===== config.mk =====
export PLATFORM = sky130hd
export DESIGN_NAME = cart_mbc1
export DESIGN_NICKNAME = d
export VERILOG_FILES = /design/src/rtl/cart_pkg.sv /design/src/rtl/cart_mbc1_regs.sv /design/src/rtl/cart_mbc1.sv
export SDC_FILE = /design/constraint.sdc
export NUM_CORES = 1
export LEC_CHECK = 0
export ABC_AREA = 1
export CAP_MARGIN = 15
export CORE_UTILIZATION = 28
export CTS_CLUSTER_SIZE = 8
export DETAILED_ROUTE_END_ITERATION = 7
export PLACE_DENSITY_LB_ADDON = 0.25
export SYNTH_ARGS = -nofsm -noshare
export SYNTH_HDL_FRONTEND = slang
export SYNTH_SLANG_ARGS = --single-unit
export TNS_END_PERCENT = 5

===== constraint.sdc =====
create_clock -name clk -period 1.1 [get_ports clk]
set_clock_uncertainty 0.2 [all_clocks]
set_input_delay 0.11 -clock clk [delete_from_list [all_inputs] [get_ports clk]]
set_output_delay 0.11 -clock clk [all_outputs]
set_load 0.05 [all_outputs]

===== src/rtl/cart_pkg.sv =====
// cart_pkg: shared constants and types for the MBC1 cartridge mapper.
//   - CPU / ROM / RAM address widths and bank field widths
//   - 8 KiB region selectors (cpu_addr[15:13]) for register and RAM windows
//   - bank_regs_t: bank1 / bank2 / mode / ram_en register bundle
//   - rd_src_e: which source supplies a pending read's data
package cart_pkg;

   localparam int CPU_AW     = 16;
   localparam int ROM_AW     = 21;
   localparam int RAM_AW     = 15;
   localparam int ROM_OFS_W  = 14;
   localparam int RAM_OFS_W  = 13;
   localparam int ROM_BANK_W = ROM_AW - ROM_OFS_W;
   localparam int RAM_BANK_W = RAM_AW - RAM_OFS_W;

   // cpu_addr[15:13] selects an 8 KiB window
   localparam logic [2:0] REGION_RAM_EN = 3'b000;
   localparam logic [2:0] REGION_BANK1  = 3'b001;
   localparam logic [2:0] REGION_BANK2  = 3'b010;
   localparam logic [2:0] REGION_MODE   = 3'b011;
   localparam logic [2:0] REGION_RAM    = 3'b101;

   typedef struct packed {
      logic [4:0] bank1;
      logic [1:0] bank2;
      logic       mode;
      logic       ram_en;
   } bank_regs_t;

   localparam bank_regs_t BANK_REGS_RST = '{bank1: 5'd1, bank2: 2'd0, mode: 1'b0, ram_en: 1'b0};

   typedef enum logic [1:0] {
      SRC_FF  = 2'd0,
      SRC_ROM = 2'd1,
      SRC_RAM = 2'd2
   } rd_src_e;

   function automatic logic in_rom(input logic [CPU_AW-1:0] addr);
      return ~addr[15];
   endfunction

   function automatic logic in_ram(input logic [CPU_AW-1:0] addr);
      return addr[15:13] == REGION_RAM;
   endfunction

endpackage


===== src/rtl/cart_mbc1_regs.sv =====
// cart_mbc1_regs: MBC1 control registers and their write decode.
// Ports:
//   clk, rst      clock, synchronous active-high reset
//   wr_en         CPU write strobe (writes win over a simultaneous read)
//   addr, wdata   CPU address / write data
//   regs          current bank1 / bank2 / mode / ram_en
// Build option: CART_RAM_EN -- when undefined, ram_en stays 0 and
// writes to the RAM-enable window are ignored.
module cart_mbc1_regs
   import cart_pkg::*;
(
   input  logic              clk,
   input  logic              rst,
   input  logic              wr_en,
   input  logic [CPU_AW-1:0] addr,
   input  logic [7:0]        wdata,
   output bank_regs_t        regs
);

   bank_regs_t regs_d;
   bank_regs_t regs_q;

   always_comb begin
      regs_d = regs_q;
      if (wr_en) begin
         case (addr[15:13])
            REGION_RAM_EN: begin
`ifdef CART_RAM_EN
               regs_d.ram_en = (wdata[3:0] == 4'hA);
`endif
            end
            // bank 0 cannot be mapped into the switchable window
            REGION_BANK1: regs_d.bank1 = (wdata[4:0] == 5'd0) ? 5'd1 : wdata[4:0];
            REGION_BANK2: regs_d.bank2 = wdata[1:0];
            REGION_MODE:  regs_d.mode  = wdata[0];
            default: ;
         endcase
      end
`ifndef CART_RAM_EN
      regs_d.ram_en = 1'b0;
`endif
   end

   always_ff @(posedge clk) begin
      if (rst) regs_q <= BANK_REGS_RST;
      else     regs_q <= regs_d;
   end

   assign regs = regs_q;

endmodule


===== src/rtl/cart_mbc1.sv =====
// cart_mbc1: MBC1 cartridge mapper (ROM/RAM banking, 1-cycle read path).
// Parameters: ROM_BANKS_LOG2 (1..7), RAM_BANKS_LOG2 (0..2).
// Ports:
//   clk, rst                  clock, synchronous active-high reset
//   cpu_addr/rd/wr/wdata      CPU bus request (single-cycle strobes)
//   cpu_rdata, cpu_rvalid     read return, one cycle after cpu_rd
//   rom_addr / rom_data       synchronous ROM (address now, data next cycle)
//   ram_addr / ram_we / ram_wdata / ram_rdata   cartridge RAM
// Build option: CART_RAM_EN -- enables cartridge RAM; when undefined,
// ram_we and ram_addr are tied to 0 and the RAM window reads 8'hFF.
module cart_mbc1
   import cart_pkg::*;
#(
   parameter int ROM_BANKS_LOG2 = 5,
   parameter int RAM_BANKS_LOG2 = 2
) (
   input  logic              clk,
   input  logic              rst,
   input  logic [CPU_AW-1:0] cpu_addr,
   input  logic              cpu_rd,
   input  logic              cpu_wr,
   input  logic [7:0]        cpu_wdata,
   output logic [7:0]        cpu_rdata,
   output logic              cpu_rvalid,
   output logic [ROM_AW-1:0] rom_addr,
   input  logic [7:0]        rom_data,
   output logic [RAM_AW-1:0] ram_addr,
   output logic              ram_we,
   output logic [7:0]        ram_wdata,
   input  logic [7:0]        ram_rdata
);

   localparam int ROM_MASK_I = (1 << ROM_BANKS_LOG2) - 1;
   localparam logic [ROM_BANK_W-1:0] ROM_MASK = ROM_MASK_I[ROM_BANK_W-1:0];

   bank_regs_t regs;

   cart_mbc1_regs u_regs (
      .clk   (clk),
      .rst   (rst),
      .wr_en (cpu_wr),
      .addr  (cpu_addr),
      .wdata (cpu_wdata),
      .regs  (regs)
   );

   // ROM mapping: lower window is bank 0 unless mode 1 lets bank2 in
   logic [ROM_BANK_W-1:0] rom_bank;

   always_comb begin
      rom_bank = '0;
      if (cpu_addr[14])   rom_bank = {regs.bank2, regs.bank1};
      else if (regs.mode) rom_bank = {regs.bank2, 5'b0};
   end

   assign rom_addr = {rom_bank & ROM_MASK, cpu_addr[ROM_OFS_W-1:0]};

`ifdef CART_RAM_EN
   localparam int RAM_MASK_I = (1 << RAM_BANKS_LOG2) - 1;
   localparam logic [RAM_BANK_W-1:0] RAM_MASK = RAM_MASK_I[RAM_BANK_W-1:0];

   logic [RAM_BANK_W-1:0] ram_bank;

   assign ram_bank = (regs.mode ? regs.bank2 : '0) & RAM_MASK;
   assign ram_addr = {ram_bank, cpu_addr[RAM_OFS_W-1:0]};
   assign ram_we   = cpu_wr & ~rst & in_ram(cpu_addr) & regs.ram_en;
`else
   assign ram_addr = '0;
   assign ram_we   = 1'b0;
`endif

   assign ram_wdata = cpu_wdata;

   // Read path: the source is chosen at request time, the data itself
   // arrives from the synchronous memories in the following cycle.
   logic       rvalid_d, rvalid_q;
   rd_src_e    src_d, src_q;
   logic [7:0] hold_d, hold_q;
   logic [7:0] rd_mux;

   always_comb begin
      rvalid_d = cpu_rd & ~cpu_wr;
      src_d    = SRC_FF;
      if (in_rom(cpu_addr))                      src_d = SRC_ROM;
      else if (in_ram(cpu_addr) && regs.ram_en)  src_d = SRC_RAM;
   end

   always_comb begin
      case (src_q)
         SRC_ROM: rd_mux = rom_data;
         SRC_RAM: rd_mux = ram_rdata;
         default: rd_mux = 8'hFF;
      endcase
      hold_d = rvalid_q ? rd_mux : hold_q;
   end

   always_ff @(posedge clk) begin
      if (rst) begin
         rvalid_q <= 1'b0;
         src_q    <= SRC_FF;
         hold_q   <= 8'hFF;
      end else begin
         rvalid_q <= rvalid_d;
         src_q    <= src_d;
         hold_q   <= hold_d;
      end
   end

   assign cpu_rvalid = rvalid_q;
   assign cpu_rdata  = rvalid_q ? rd_mux : hold_q;

endmodule

## Yosys cells after proc, flatten, opt, wreduce, memory -nomap -nowiden

Index checks and enable logic that the tools add are counted.

- Bits in registers: 16
- Input port bits: 44

- Eq/ne operators: 4
- Mux-type cells: 6
- Bitwise operators: 3
- Reduce and logical (&&, ||, !) cells: 4

Operator list:

| operator | count |
|---|---|
| case mux 8 bit (2 select lines) | 1 |
| two-way mux 5 bit | 2 |
| two-way mux 8 bit | 1 |
| zero test 5 bit | 1 |
| == test 3 x 1 -> 1 bit (second input constant) | 1 |
| == test 3 bit (second input constant) | 1 |
| == test 2 x 1 -> 1 bit (second input constant) | 1 |
| == test 2 bit (second input constant) | 1 |
| two-way mux 2 bit | 1 |
| inverter 1 bit | 2 |
| AND reduction 2 bit | 1 |
| OR reduction 2 bit | 1 |
| AND 1 bit | 1 |
| logical AND 1 bit (second input constant) | 1 |
| two-way mux 1 bit | 1 |

## Logic depth before layout (Yosys ltp)

Gate-level depths: netlist of the first run.

- Depth after elaboration: 4
- Depth in mapped cells: 6
- Mapped depth without buffers: 6

## Hierarchy

From an unflattened synthesis of the first run, not the netlist that was laid out.

- Cells, all modules: 195
- Area total of the unflattened synthesis: 1,293.7 um^2

Modules (own cells, without submodules):

| module | instances | cells an instance | area an instance (um^2) | seq. area each (um^2) |
|---|---|---|---|---|
| cart_mbc1 | 1 | 132 | 887.1 | 220.2 |
| cart_mbc1_regs | 1 | 63 | 406.6 | 160.2 |

## Worst setup path before layout of the first run

No wires, ideal clock.

- Path type: reg-to-output
- From: register rvalid_q, in the netlist cpu_rvalid
- To: output cpu_rdata[0]
- Arrival time: 1,325 ps
- Required time: 790 ps
- Path slack: -535 ps
- Cell stages (with the launch flop): 5
- Path through: dfxtp_1 buf_4 nand2_2 o22ai_1 inv_1

- Cells in the longest elaborated chain, start to end: 1

Ends and longest elaborated chain:

| item | line | text |
|---|---|---|
| from (decl) | cart_mbc1.sv:76 | `logic rvalid_d, rvalid_q;` |
| from (signal assigned) | cart_mbc1.sv:103 | `rvalid_q <= rvalid_d;` |
| two-way mux 8 bit | cart_mbc1.sv:110 | `assign cpu_rdata = rvalid_q ? rd_mux : hold_q;` |
| to (decl) | cart_mbc1.sv:23 | `output logic [7:0] cpu_rdata,` |

Every way passes these cells.

## Worst setup path in the final report of the first run

- From: register rvalid_q, in the netlist cpu_rvalid
- To: output cpu_rdata[1]

Same word-level chain as after synthesis.

==> results of run 1 <==
[worst max-delay path by stage]
stage | cells after the start | startpoint | slack, ns | to
3_5_place_dp | 6 | cpu_addr[14] | -0.33 | u_regs.regs[7]
3_3_place_gp | 5 | cpu_addr[14] | -0.29 | u_regs.regs[4]
2_1_floorplan | 4 | cpu_rvalid | -0.20 | cpu_rdata[0]
6_report | 4 | cpu_rvalid | -0.39 | cpu_rdata[1]
5_1_grt | 4 | cpu_rvalid | -0.44 | cpu_rdata[7]
4_1_cts | 4 | cpu_rvalid | -0.42 | cpu_rdata[1]
[metal layers]
layer	part of all wire	global-route usage
met5	0	0
met4	0.023	0.0544
met3	0.11	0.0393
met2	0.51	0.210
met1	0.36	0.133
[Yosys cell counts (all sizes together)]
library cell,count,area share
buf,42,0.34
nand2,25,0.11
inv,16,0.065
dfxtp,15,0.33
nor2,13,0.061
o22ai,8,0.054
nand3b,4,0.033
a21oi,1,0.0054
clkinv,1,0.0054
conb,1,0.0041
[registers in the layout, indices dropped and copies added, names as in the netlist]
name         count
hold_q           8
cpu_rvalid       1
src_q            1
u_regs.regs      5
[cells in the final DEF (no fill, tap or decap), types with 7 or more instances in the layout]
cell type / Yosys / layout
buf_12: 0 / 14
conb_1: 1 / 18
nand2_1: 23 / 18
dfxtp_1: 15 / 8
nor2_1: 12 / 12
o22ai_4: 0 / 8
inv_4: 0 / 8
buf_4: 41 / 18
clkdlybuf4s50_1: 0 / 13
buf_6: 0 / 7
[cell families (layout without fill, tap and decap cells)]
group	count (synthesis)	after routing
compound gates	9	9
buf+inv	59	79
flops	15	15
other cells	1	18
simple gates	42	42
[timing repair]
item / in CTS / in global routing
setup buffers: 2 / 0
pin swaps: 7 / 1
hold endpoints to repair: 0 / 0
hold buffers: 0 / 0
endpoints found under the setup margin: 33 / 23
resized for setup: 28 / 1
[final cells by class]
| class | count | area share |
|---|---|---|
| Clock inverter | 1 | 0.00313 |
| Multi-Input combinational cell | 69 | 0.278 |
| Tap cell | 44 | 0.0344 |
| Sequential cell | 15 | 0.195 |
| Timing Repair Buffer | 58 | 0.423 |
| Inverter | 17 | 0.0532 |
| Clock buffer | 3 | 0.0141 |
[power by group through the flow]
stage / Sequential, mW / Clock (mW) / Combinational, mW
after global placement: 0.580 / 0 / 0.524
after global routing: 0.572 / 0.351 / 0.555
after floorplan: 0.581 / 0 / 0.522
after CTS: 0.570 / 0.323 / 0.531
final: 0.570 / 0.307 / 0.529
after detailed placement: 0.580 / 0 / 0.527
[critical path: stages, from the launching register on]
cell     delay, ns
dfxtp_4       0.38
buf_12        0.16
o22ai_4       0.18
inv_4         0.05
buf_12        0.14
[stage by stage]
step	cell area (µm²)	power, mW	setup slack, ns	instances
after global routing	1600	1.48	-0.441	207
after CTS	1600	1.42	-0.416	207
after floorplan	1150	1.10	-0.198	143
after detailed placement	1520	1.11	-0.327	201
final	1600	1.41	-0.391	207
after global placement	1520	1.10	-0.289	201
==> impl_metrics.env, run 1 <==
export IMPL_fillers=316
export IMPL_synthSimpleGateAreaFrac=0.201
export IMPL_rsz0062_at_grt="yes"
export IMPL_die_w_um=59.4
export IMPL_sw_frac_of_total=0.364
export IMPL_dr_total_vias=781
export IMPL_drv_slew=0
export IMPL_synth_seq_area_share=0.326
export IMPL_via_per_inst=3.77
export IMPL_area_growth_syn_to_layout_pct=73.5
export IMPL_fin_crit_ns=1.49
export IMPL_grt_use_total=0.121
export IMPL_setup_slack_ns=-0.391
export IMPL_antenna_found_initial=0
export IMPL_ant_nets=0
export IMPL_die_h_um=59.4
export IMPL_setup_viol=21
export IMPL_n_antenna_cell=0
export IMPL_drc=0
export IMPL_synth_warnings=0
export IMPL_crit_path_start_kind="flop"
export IMPL_clk_pin_slew_ns=0.08
export IMPL_status="finished with violations"
export IMPL_leakage_nw=0.704
export IMPL_cts_tree="done"
export IMPL_fmax_mhz=670
export IMPL_start_util=0.300
export IMPL_hold_path_startpoint="cpu_addr[0]"
export IMPL_crit_fanout=8
export IMPL_cts_buffers_inserted=3
export IMPL_ff_latch_area_um2=312
export IMPL_setup_tns_ns=-4.40
export IMPL_root_buffer="clkbuf_4"
export IMPL_power_frac_comb=0.376
export IMPL_htree_levels=1
export IMPL_synth_compound_area_share=0.0597
export IMPL_required_ns=0.79
export IMPL_synth_fa_ha_area_frac=0
export IMPL_switching_power_mw=0.512
export IMPL_wl_per_cell_um=9.38
export IMPL_avgSynthCellArea_um2=7.32
export IMPL_grt_pass1_vias=773
export IMPL_ir_drop_mv=0.312
export IMPL_synthMuxAreaShare=0
export IMPL_insertion_delay_ns=0.27
export IMPL_post_route_period_util=1.36
export IMPL_synthXorXnorAreaFrac=0
export IMPL_whs_ns=0.0200
export IMPL_hold_viol=0
export IMPL_r2r_end="hold_q[7]"
export IMPL_synthCells=126
export IMPL_core_area_mm2=0.00308
export IMPL_synth_top_family_by_area="buffers and inverters"
export IMPL_maxCapViolCount=0
export IMPL_p_seq_frac=0.406
export IMPL_violations="negative setup slack"
export IMPL_dieArea_mm2=0.00353
export IMPL_arrival_ns=1.18
export IMPL_grt_max_degree=10
export IMPL_drt_iter0_drc=5
export IMPL_grt_overflow=0
export IMPL_path_class="flop to output pin"
export IMPL_boundaryPins=98
export IMPL_multi_input_area_um2=444
export IMPL_port_buffer_count=39
export IMPL_clockPowerShare=0.218
export IMPL_yosysUniqueCellTypes=14
export IMPL_rr_worst_depth=5
export IMPL_worst_hold_path_num_cells=0
export IMPL_drt_total_wl_mm=1.94
export IMPL_nets=208
export IMPL_grt_pass1_wl_mm=3.22
export IMPL_pwr_density_cell_mw_per_mm2=878
export IMPL_clockBufferDepth=2
export IMPL_rows=20
export IMPL_dr_pass1_iters=2
export IMPL_place_congestion=0.747
export IMPL_drive_gt1_frac=0.497
export IMPL_timing_rr_start="cpu_rvalid"
export IMPL_ys_ff_latch=15
export IMPL_numClockSinks=15
export IMPL_place_hpwl_mm=1.69
export IMPL_post_route_util=0.520
export IMPL_hold_class="input pin to output pin"
export IMPL_crit_path_end_kind="output pin"
export IMPL_whs_endpoint="rom_addr[0]"
export IMPL_ff2ff_setup_slack_ns=-0.17
export IMPL_internal_power_mw=0.894
export IMPL_synth_area_um2=922
Power figures use the tool's default switching activity.
==> run 2: changes to the inputs <==
- SLEW_MARGIN: default -> 20
==> results of run 2 <==
Final layout, timing and power as in run 1 (identical DEF).
==> patch (flow settings as in run 1) <==
The option `CART_RAM_EN` is turned on by a define.
--- a/src/rtl/cart_mbc1_regs.sv
+++ b/src/rtl/cart_mbc1_regs.sv
@@ -6,6 +6,8 @@
 //   regs          current bank1 / bank2 / mode / ram_en
 // Build option: CART_RAM_EN -- when undefined, ram_en stays 0 and
 // writes to the RAM-enable window are ignored.
+`define CART_RAM_EN
+
 module cart_mbc1_regs
    import cart_pkg::*;
 (
Function: changed (a bounded check fails within 4 cycles, from zero or initial values and one cycle with rst high).
==> patch against run 1 <==
- final area rose by 41%
- the flow still finishes with violations (negative setup slack)
- synthesized area rose by 39%
- sequential cell count rose by 5
- critical path depth rose by 3
- global-route usage rose by 0.065 points
- via count rose by 55%
- largest power group unchanged
- power rose by 30%
- routed wire length rose by 49%
- sequential power rose by 34%
- setup slack got worse by 0.22 ns
- fmax fell by 13%
==> patch: results (changes against run 1) <==
- Met2 Wirelength: 1.37 mm (was 986 µm)
- Number of search-and-repair iterations in the first detailed-routing pass: 4 (was 2)
- Hold Crit Start: cpu_addr[12] (was cpu_addr[0])
- Final setup violating endpoints: 25 (was 21)
- Detailed-route wire length: 2.89 mm (was 1.94 mm)
- Violated checks: negative setup slack (unchanged)
- Per-cell routed wire length: 10.2 µm (was 9.38 µm)
- Final total negative setup slack: -7.75 ns (was -4.40 ns)
- Share of final layout cell area taken by clock buffers and inverters: 1.99% (was 1.72%)
- Post-synthesis sequential element count: 20 (was 15)
- HPWL reported at the end of detailed placement: 2.26 mm (was 1.69 mm)
- Worst setup slack after layout: -0.607 ns (was -0.391 ns)
- Bufs w/o clock: 76 (was 58)
- Final estimated routing congestion in global placement: 0.760 (was 0.747)
- Static leakage: 1.02 nW (was 0.704 nW)
- Count of input and output buffers: 50 (was 39)
- Global-route total usage across every layer: 12.2% (was 12.1%)
- Vias in the first global route: 1,115 (was 773)
- Post-Place Cells: 274 (was 201)
- Worst reg2reg path depth: 8 (was 5)
- Length of routed wiring on met1: 1.24 mm (was 702 µm)
- Fraction of final layout cells sized beyond drive strength 1: 46.5% (was 49.7%)
- Wire length of the first global-routing pass: 4.76 mm (was 3.22 mm)
- Number of multi-input logic gates: 104 (was 69)
- Met2 capacity usage during global routing: 20.4% (was 21.0%)
- Non-clk buf share: 42.3% (about the same)
- Most instantiated cells after synthesis: sky130_fd_sc_hd__nand2_1 (51), sky130_fd_sc_hd__buf_4 (38), sky130_fd_sc_hd__inv_1 (24), sky130_fd_sc_hd__nor2_1 (24), sky130_fd_sc_hd__dfxtp_1 (20) (was sky130_fd_sc_hd__buf_4 (41), sky130_fd_sc_hd__nand2_1 (23), sky130_fd_sc_hd__dfxtp_1 (15), sky130_fd_sc_hd__inv_1 (15), sky130_fd_sc_hd__nor2_1 (12))
- FF+latch area: 419 µm² (was 312 µm²)
- Met3 wire length: 216 µm (was 209 µm)
- Root buffer cell: sky130_fd_sc_hd__clkbuf_8 (was sky130_fd_sc_hd__clkbuf_4)
- Number of distinct library cells after synthesis: 22 (was 14)
- Met3 demand-to-capacity share in global routing: 3.34% (was 3.93%)
- Tapcell Cnt: 52 (was 44)
- Reg-to-reg critical path endpoint: hold_q[1] (was hold_q[7])
- Fraction of met1 tracks used by global routing: 14.0% (was 13.3%)
- Maximum number of pins on one net before global-route repair: 12 (was 10)
- # clk buffers: 4 (was 3)
- Worst Hold Endpoint: rom_addr[12] (was rom_addr[0])
- Share of the yosys chip area belonging to registers: 31.3% (was 32.6%)
- Largest voltage drop on the vdd net: 418 µV (was 312 µV)
- Final cell utilization of the core: 51.5% (was 52.0%)
- Invs w/o clock: 26 (was 17)
- Post-Place Worst Slack: -0.443 ns (was -0.327 ns)
- Routed vias/inst: 4.29 (was 3.77)
- Initial drt markers: 12 (was 5)
- Cell Area, Placed: 0.00204 mm² (was 0.00152 mm²)
- Arrival @ worst endpoint: 1.40 ns (was 1.18 ns)
- Largest register FFs: 9 (was 8)
- Launching element of the worst setup path: src_q[0] (was cpu_rvalid)
- Outcome: complete, but fails checks (unchanged)
## patch: cell count changes after synthesis, sizes merged, moves of 4 or more
cell / run 1 / this run
nand3b: 4 / 0
o21ai: 0 / 5
nor2: 13 / 26
inv: 16 / 25
nand2: 25 / 52
dfxtp: 15 / 20
## patch: timing repair
action / CTS / global route
buffers inserted: 2 / 0
hold endpoints to repair: 0 / 1
cloned: 0 / 0
pin swaps: 11 / 1
hold buffers: 0 / 2
endpoints found under the setup margin: 39 / 34
gates resized for setup: 50 / 10
## patch: logic make-up after synthesis
logic type / after synthesis / synth area share [%]
AO/OA/AOI/OAI: 14 / 6.16
flip-flops: 20 / 31.3
AND/OR/NAND/NOR: 86 / 28.2
other: 1 / 0.293
buffers and inverters: 68 / 32.1
adder cells (fa/ha/maj): 2 / 1.95
## patch: power by group
group          total [mW]  leakage, nW  switching [mW]  internal [mW]
Combinational       0.589        0.828           0.290          0.298
Clock               0.483       0.0228           0.225          0.257
Sequential          0.761        0.167          0.0171          0.744
Total                1.83         1.02           0.533           1.30
